### src/rtl/pe_pkg.sv
`default_nettype none
// ============================================================================
// Module      : pe_pkg
// Description : Shared PE scratchpad definitions: sequencer state encoding
//               and default filter spad geometry.
// Revision    : 1.0 - initial release
// ============================================================================
package pe_pkg;

    localparam int c_MEM_DEPTH = 224;
    localparam int c_OUT_WIDTH = 8;

    typedef enum logic [1:0] {
        IDLE      = 2'd0,
        WAIT_FILL = 2'd1,
        RUN       = 2'd2,
        DONE      = 2'd3
    } seq_state_e;

endpackage
`default_nettype wire

### src/rtl/wrap_counter.sv
`default_nettype none
// ============================================================================
// Module      : wrap_counter
// Description : Enabled up-counter that wraps to zero after limit-1 and
//               pulses o_wrap on the wrapping increment.
// Revision    : 1.0 - initial release
// ============================================================================
module wrap_counter #(
    parameter int WIDTH = 8
) (
    input  logic             clk,
    input  logic             reset,
    input  logic             i_clr,
    input  logic             i_en,
    input  logic [WIDTH-1:0] i_limit,
    output logic [WIDTH-1:0] o_count,
    output logic             o_wrap
);

    localparam logic [WIDTH-1:0] c_ONE = WIDTH'(1);

    logic [WIDTH-1:0] r_count;

    assign o_wrap  = i_en && (r_count == i_limit - c_ONE);
    assign o_count = r_count;

    always_ff @(posedge clk or negedge reset) begin
        if (!reset) begin
            r_count <= '0;
        end else if (i_clr || o_wrap) begin
            r_count <= '0;
        end else if (i_en) begin
            r_count <= r_count + c_ONE;
        end
    end

endmodule
`default_nettype wire

### src/rtl/filter_read_seq.sv
`default_nettype none
// ============================================================================
// Module      : filter_read_seq
// Description : Filter spad read-address sequencer; walks the filter row
//               num_outs times and tags taps for the MAC. Optional stall
//               cycle counter enabled by FILTER_READ_SEQ_STALL_CNT_EN.
// Revision    : 1.0 - initial release
// ============================================================================
module filter_read_seq
    import pe_pkg::*;
#(
    parameter int MEM_DEPTH  = c_MEM_DEPTH,
    parameter int ADDR_WIDTH = $clog2(MEM_DEPTH),
    parameter int OUT_WIDTH  = c_OUT_WIDTH
) (
    input  logic                  clk,
    input  logic                  reset,
    input  logic                  start,
    input  logic [ADDR_WIDTH-1:0] filt_len,
    input  logic [OUT_WIDTH-1:0]  num_outs,
    input  logic                  spad_full,
    input  logic                  mac_stall,
    output logic                  r_en,
    output logic [ADDR_WIDTH-1:0] r_addr,
    output logic                  tap_valid,
    output logic                  tap_first,
    output logic                  tap_last,
    output logic                  busy,
    output logic                  done
`ifdef FILTER_READ_SEQ_STALL_CNT_EN
    ,
    output logic [15:0]           stall_cycles
`endif
);

    seq_state_e            r_state;
    seq_state_e            w_next_state;

    logic [ADDR_WIDTH-1:0] r_filt_len;
    logic [OUT_WIDTH-1:0]  r_num_outs;
    logic [ADDR_WIDTH-1:0] w_len_clamped;
    logic [ADDR_WIDTH-1:0] w_word;
    logic [OUT_WIDTH-1:0]  w_pass_unused;

    logic                  w_start_acc;
    logic                  w_issue;
    logic                  w_word_wrap;
    logic                  w_pass_wrap;
    logic                  w_tap_hold;

    logic                  r_rd_en;
    logic [ADDR_WIDTH-1:0] r_rd_addr;
    logic                  r_rd_first;
    logic                  r_rd_last;
    logic                  r_tap_valid;
    logic                  r_tap_first;
    logic                  r_tap_last;
    logic                  r_done;

    assign w_len_clamped = (32'(filt_len) > MEM_DEPTH) ? ADDR_WIDTH'(MEM_DEPTH) : filt_len;
    assign w_start_acc   = start && (r_state == IDLE);

    always_ff @(posedge clk or negedge reset) begin
        if (!reset) begin
            r_state <= IDLE;
        end else begin
            r_state <= w_next_state;
        end
    end

    always_comb begin
        w_next_state = r_state;
        case (r_state)
            IDLE: begin
                if (start) begin
                    w_next_state = ((w_len_clamped == '0) || (num_outs == '0)) ? DONE : WAIT_FILL;
                end
            end
            WAIT_FILL: begin
                if (spad_full) begin
                    w_next_state = RUN;
                end
            end
            RUN: begin
                // The pass counter only wraps on the word wrap of the last pass.
                if (w_pass_wrap) begin
                    w_next_state = DONE;
                end
            end
            DONE: begin
                w_next_state = IDLE;
            end
            default: begin
                w_next_state = IDLE;
            end
        endcase
    end

    always_comb begin
        w_issue = 1'b0;
        busy    = 1'b1;
        case (r_state)
            IDLE:    busy    = 1'b0;
            RUN:     w_issue = !mac_stall;
            default: ;
        endcase
    end

    always_ff @(posedge clk or negedge reset) begin
        if (!reset) begin
            r_filt_len <= '0;
            r_num_outs <= '0;
        end else if (w_start_acc) begin
            r_filt_len <= w_len_clamped;
            r_num_outs <= num_outs;
        end
    end

    wrap_counter #(
        .WIDTH (ADDR_WIDTH)
    ) u_word_cnt (
        .clk     (clk),
        .reset   (reset),
        .i_clr   (w_start_acc),
        .i_en    (w_issue),
        .i_limit (r_filt_len),
        .o_count (w_word),
        .o_wrap  (w_word_wrap)
    );

    wrap_counter #(
        .WIDTH (OUT_WIDTH)
    ) u_pass_cnt (
        .clk     (clk),
        .reset   (reset),
        .i_clr   (w_start_acc),
        .i_en    (w_word_wrap),
        .i_limit (r_num_outs),
        .o_count (w_pass_unused),
        .o_wrap  (w_pass_wrap)
    );

    // r_addr follows the frozen word counter while stalled, so it parks on
    // the next address to be issued.
    always_ff @(posedge clk or negedge reset) begin
        if (!reset) begin
            r_rd_en    <= 1'b0;
            r_rd_addr  <= '0;
            r_rd_first <= 1'b0;
            r_rd_last  <= 1'b0;
        end else begin
            r_rd_en    <= w_issue;
            r_rd_first <= w_issue && (w_word == '0);
            r_rd_last  <= w_word_wrap;
            if (r_state == RUN) begin
                r_rd_addr <= w_word;
            end
        end
    end

    // A read already in flight is still captured; otherwise the presented tap
    // is held for as long as the MAC stalls.
    assign w_tap_hold = (r_state == RUN) && mac_stall && !r_rd_en;

    always_ff @(posedge clk or negedge reset) begin
        if (!reset) begin
            r_tap_valid <= 1'b0;
            r_tap_first <= 1'b0;
            r_tap_last  <= 1'b0;
            r_done      <= 1'b0;
        end else begin
            r_done <= (r_state == DONE);
            if (!w_tap_hold) begin
                r_tap_valid <= r_rd_en;
                r_tap_first <= r_rd_first;
                r_tap_last  <= r_rd_last;
            end
        end
    end

`ifdef FILTER_READ_SEQ_STALL_CNT_EN
    logic [15:0] r_stall_cnt;

    always_ff @(posedge clk or negedge reset) begin
        if (!reset) begin
            r_stall_cnt <= '0;
        end else if (w_start_acc) begin
            r_stall_cnt <= '0;
        end else if ((r_state == RUN) && mac_stall && (r_stall_cnt != 16'hFFFF)) begin
            r_stall_cnt <= r_stall_cnt + 16'd1;
        end
    end

    assign stall_cycles = r_stall_cnt;
`endif

    assign r_en      = r_rd_en;
    assign r_addr    = r_rd_addr;
    assign tap_valid = r_tap_valid;
    assign tap_first = r_tap_first;
    assign tap_last  = r_tap_last;
    assign done      = r_done;

endmodule
`default_nettype wire

### config.mk
export PLATFORM = sky130hd
export DESIGN_NAME = filter_read_seq
export DESIGN_NICKNAME = d
export VERILOG_FILES = /design/src/rtl/pe_pkg.sv /design/src/rtl/wrap_counter.sv /design/src/rtl/filter_read_seq.sv
export SDC_FILE = /design/constraint.sdc
export NUM_CORES = 1
export LEC_CHECK = 0
export ABC_AREA = 1
export CORE_MARGIN = 2
export CORE_UTILIZATION = 45
export CTS_CLUSTER_SIZE = 8
export DETAILED_ROUTE_END_ITERATION = 6
export PLACE_DENSITY = 0.67
export SLEW_MARGIN = 20
export SYNTH_ARGS = -nofsm -noshare
export SYNTH_HDL_FRONTEND = slang
export SYNTH_SLANG_ARGS = --single-unit
### constraint.sdc
create_clock -name clk -period 2.5 [get_ports clk]
set_input_delay 0.5 -clock clk [delete_from_list [all_inputs] [get_ports clk]]
set_output_delay 0.5 -clock clk [all_outputs]
set_load 0.01 [all_outputs]
* Yosys cells after proc, flatten, opt, wreduce, memory -nomap -nowiden *
Cells that the tools add are included.

word-level totals
  register bits after elaboration = 49
  logic and storage cells = 56

operators by class
  reduce and logical (&&, ||, !) cells = 18
  $lt $le $gt $ge = 1
  equality and inequality tests = 8
  mux-type cells = 12
  add/subtract/negate cells = 4

operators with widths
  operator               number
  $mux W8                5
  $logic_not A8 Y1       3
  $add A8 B1 Y8 const B  2
  $eq A8 B8 Y1           2
  $sub A8 B1 Y8 const B  2
  $gt A8 B8 Y1 const B   1
  $mux W2                4
  $pmux W2 S4            1
  $logic_and A1 B1 Y1    6
  $eq A2 B2 Y1 const B   2
  $ne A2 B2 Y1 const B   2
  $reduce_bool A2 Y1     2
  $logic_or A1 B1 Y1     3
  $reduce_and A3 Y1      1
  $eq A2 B1 Y1 const B   1
  $logic_not A1 Y1       2
  $logic_not A2 Y1       1
  $mux W1                2
  $ne A2 B1 Y1 const B   1

* Logic depth before layout (Yosys ltp) *
  depth after elaboration = 7
  gate-level depth with buffers = 15

* Cells and area by module *
A second synthesis with hierarchy kept.

second synthesis, totals
  cell total of the unflattened synthesis = 403
  area, all modules = 2944.1 µm²

by module, submodules not included
  module           instances  seq. area each (µm²)  cells each  area an instance (µm²)
  wrap_counter     2          200.2                 120         747.0
  filter_read_seq  1          825.8                 163         1450.1

* Worst setup path after synthesis *
Ideal clock, no wire load.

  path kind = flip-flop to flip-flop
  from = reg r_state[0]
  to = reg u_pass_cnt.r_count[4] (netlist: u_pass_cnt.o_count[4])
  data arrival time = 1.715 ns
  path slack = 0.663 ns
  data required time = 2.378 ns
  cell stages (with the launch flop) = 15
  setup time = 0.122 ns
  path through = dfrtp_1 > inv_1 > ha_1 > inv_2 > nor2_8 > nand2_2 > nor2_1 > nand2_1 > nor2_1 > nand2_1 > nor2_2 > nand2_2 > nand2_1 > buf_4 > o21ai_1

between the ends
  longest elaborated chain between the ends = 6

ends and longest elaborated chain
  item                                                  RTL line                RTL
  start: declaration                                    filter_read_seq.sv:36   seq_state_e r_state;
  start signal: assignment                              filter_read_seq.sv:67   r_state <= w_next_state;
  $eq A2 B2 Y1 *                                        filter_read_seq.sv:102  case (r_state)
  $mux W1 *                                             filter_read_seq.sv:102
  named net u_word_cnt.i_en                             wrap_counter.sv:14      input logic i_en,
  $logic_and A1 B1 Y1 *                                 wrap_counter.sv:24      assign o_wrap = i_en && (r_count == i_limit - c_ONE);
  $logic_and A1 B1 Y1                                   wrap_counter.sv:24
  $logic_or A1 B1 Y1                                    wrap_counter.sv:30      end else if (i_clr || o_wrap) begin
  $mux W8 / $reduce_bool A2 Y1 (equally long branches)  -
  end signal: assignment                                wrap_counter.sv:33      r_count <= r_count + c_ONE;
  end: declaration                                      wrap_counter.sv:22      logic [WIDTH-1:0] r_count;

The timed path passes the listed nets; every way through them passes the cells marked *.
A chain may end at the register's enable or synchronous reset.

* Final worst setup path *
  from = reg r_state[0]
  to = out busy

between the ends
  longest elaborated chain between the ends = 2

ends and longest elaborated chain
  item              RTL line                RTL
  $logic_not A2 Y1  filter_read_seq.sv:102
  $mux W1           filter_read_seq.sv:102
  end: declaration  filter_read_seq.sv:28   output logic busy,

Every way passes these cells.

==> flow_summary.yaml <==
power:
  power.ir.vdd_worst_mv: 0.430
  cell_area_power_density_mw_per_mm2: 935
  power_leakage_nw: 1.62
  totalPowerFinal_mw: 3.15
synthesis:
  synth-seq-area-share_pct: 43.7
  avgSynthCellArea_sq_um: 7.79
  syn_nets: 391
  syn-instance-count: 360
  synth_seq_cells: 49
  post_synth_instance_area_sq_mm: 0.00280
  synth_cell_type_count: 30
  synthesis.yosys.warnings: 0
clocking:
  cts_hold_repair.buffers: 0
  clk-insertion-delay-late_ps: 310
  count_of_buffers_added_by_post_cts_timing_repair_for_setup: 0
  tritoncts_num_sinks: 49
  max-clock-path-buffers: 2
  clk_transition_reported_paths_ps: 100
  post_cts.resized_instances: 0
  cts_inserted_buffers: 5
  clock_tree.htree_level_count: 2
  tritoncts: "built"
  cts-root-buf: "sky130_fd_sc_hd__clkbuf_8"
critical_path:
  timing.critical_path.to_type: "output pin"
  startpoint_type: "flip-flop"
  timing_worst_setup_path_type: "flip-flop to output pin"
  worstPathArrival_ps: 1660
  cp.required_ps: 2000
  worst-path-max-fanout: 4
routing:
  routedWlPerCell_microns: 11.6
  detailroute.via_count: 2322
  drt-vias-per-instance: 4.89
  drt_first_iter_violations: 106
  antenna_violating_nets_post_route: 0
  routed_wirelength_mm: 5.50
  dr.pass1.iters: 4
  remaining_drc_errors: 0
placed_design:
  dpl.hpwl_mm: 4.25
  placement.io_buffers: 34
  standard_cell_area_after_detailed_placement_sq_mm: 0.00325
  place.gp.congestion: 0.805
layout:
  count_of_antenna_diodes_in_the_layout: 0
  fin_area_sq_mm: 0.00337
  flow.area_growth_from_synthesis_pct: 20.1
  fillerInstances: 574
  fraction_of_layout_cells_with_a_size_suffix_above_1_pct: 7.50
  final_common_cell: "sky130_fd_sc_hd__nand2_1"
  layout_common_cells: "109 x sky130_fd_sc_hd__nand2_1, 49 x sky130_fd_sc_hd__dfrtp_1, 47 x sky130_fd_sc_hd__inv_1, 33 x sky130_fd_sc_hd__clkdlybuf4s50_1, 27 x sky130_fd_sc_hd__nor2_1"
  finalNetCount: 430
global_route:
  grt_first_pass_wirelength_mm: 9.43
  track_usage_pct: 16.4
  first_global_vias: 2084
  grt_overflow: 0
  antenna_violations_before_repair: 0
  grt_max_degree: 28
sta:
  slew-limit-headroom_pct: 62.1
  worstMarginPinSlew_ps: 568
  worst_hold_slack_ps: 157
  post_route_clock_skew_ps: 7.16
  timing.final.max_slew_violations: 0
  final_period_minus_worst_setup_slack_ps: 2160
  timing.final.crit_share_pct: 86.5
  setup_viol: 0
  unrepaired_setup_endpoints_after_global_routing: "false"
  hold_viol_final: 0
  max_clock_freq_ghz: 0.463
  fin_setup_tns_ps: 0
floorplan:
  initial_core_utilization_pct: 47.1
  fp.dieArea_sq_mm: 0.00688
  fp.coreArea_sq_mm: 0.00596
  die_width_microns: 82.9
  io-pin-count: 35
  placement_rows: 28
  fp.dieH_microns: 82.9
job:
  drv.max_cap_violation_count: 0
worst_hold_path:
  hold_wc_path_type: "input pin to asynchronous set/reset pin"
run_status:
  outcome: "finished clean"
## Yosys cell counts, drive strengths merged
library cell / number / area [sq um]
nor2: 29 / 128
clkbuf: 4 / 15.0
o22ai: 5 / 31.3
nand3: 25 / 138
a21oi: 3 / 15.0
dfrtp: 49 / 1230
nor4: 8 / 65.1
o211ai: 1 / 7.51
nand3b: 2 / 15.0
xor2: 11 / 96.3
clkinv: 1 / 5.00
nand4: 6 / 37.5
ha: 10 / 125
o21ai: 27 / 150
xnor2: 8 / 70.1
nor3: 6 / 35.0
mux2: 2 / 22.5
buf: 2 / 12.5
inv: 50 / 188
nand2: 111 / 422
## registers in the layout (all words and copies together) (netlist names), 2 cells and up
register	count
r_addr	8
r_filt_len	8
r_num_outs	8
u_pass_cnt.o_count	8
u_word_cnt.o_count	8
r_state	2
## cell families after synthesis
family / count (synthesis) / share of synthesized area (%)
AND/OR/NAND/NOR: 187 / 29.9
buffers and inverters: 57 / 7.85
flip-flops: 49 / 43.7
AO/OA/AOI/OAI: 36 / 7.27
XOR/XNOR: 19 / 5.93
adder cells (fa/ha/maj): 10 / 4.46
multiplexers: 2 / 0.803
## routing by layer
layer | GRT usage, % | routed length [microns] | vias up
li1 | - | - | 1222
met1 | 23.6 | 2920 | 1048
met2 | 25.0 | 2260 | 45
met3 | 3.68 | 237 | 7
met4 | 4.62 | 80 | 0
met5 | 0 | 0 | -
## path summary, 6_finish.rpt
check	start	depth (start not counted)	endpoint	slack (ps)
min in group clk	r_addr[7]	2	r_addr[7]	480
min	reset	1	done	160
max reg2reg	r_state[0]	14	u_word_cnt.o_count[7]	410
min reg2reg	r_addr[7]	2	r_addr[7]	480
max in group asynchronous	reset	2	u_pass_cnt.o_count[1]	1810
max	r_state[0]	4	busy	340
## through the flow
stage	util, %	std cells	worst slack, ps
2_1_floorplan	-	360	663
3_3_place_gp	54.5	467	267
3_5_place_dp	54.5	467	234
4_1_cts	56.6	475	336
5_1_grt	56.6	475	106
6_report	56.6	475	338
## layout make-up
| class | count | area [sq um] | area share, % |
|---|---|---|---|
| clock buffer | 6 | 82.6 | 2.45 |
| clock inverter | 2 | 37.5 | 1.11 |
| inverter | 51 | 193 | 5.72 |
| multi-input combinational | 254 | 1360 | 40.3 |
| sequential | 49 | 1230 | 36.4 |
| tap | 75 | 93.8 | 2.79 |
| timing repair buffer | 38 | 378 | 11.2 |
## power breakdown
group / internal, mW / switching (mW) / leakage, nW
clock network: 0.326 / 0.282 / 0.0574
registers: 0.983 / 0.169 / 0.651
logic: 0.542 / 0.845 / 0.911
## critical path, stage by stage (launching register included)
cell and delay [ps]:
sky130_fd_sc_hd__dfrtp_1 420, sky130_fd_sc_hd__inv_1 100, sky130_fd_sc_hd__ha_1 230, sky130_fd_sc_hd__inv_1 70, sky130_fd_sc_hd__clkdlybuf4s50_1 530
No activity file was read; power rests on OpenSTA's default activity.
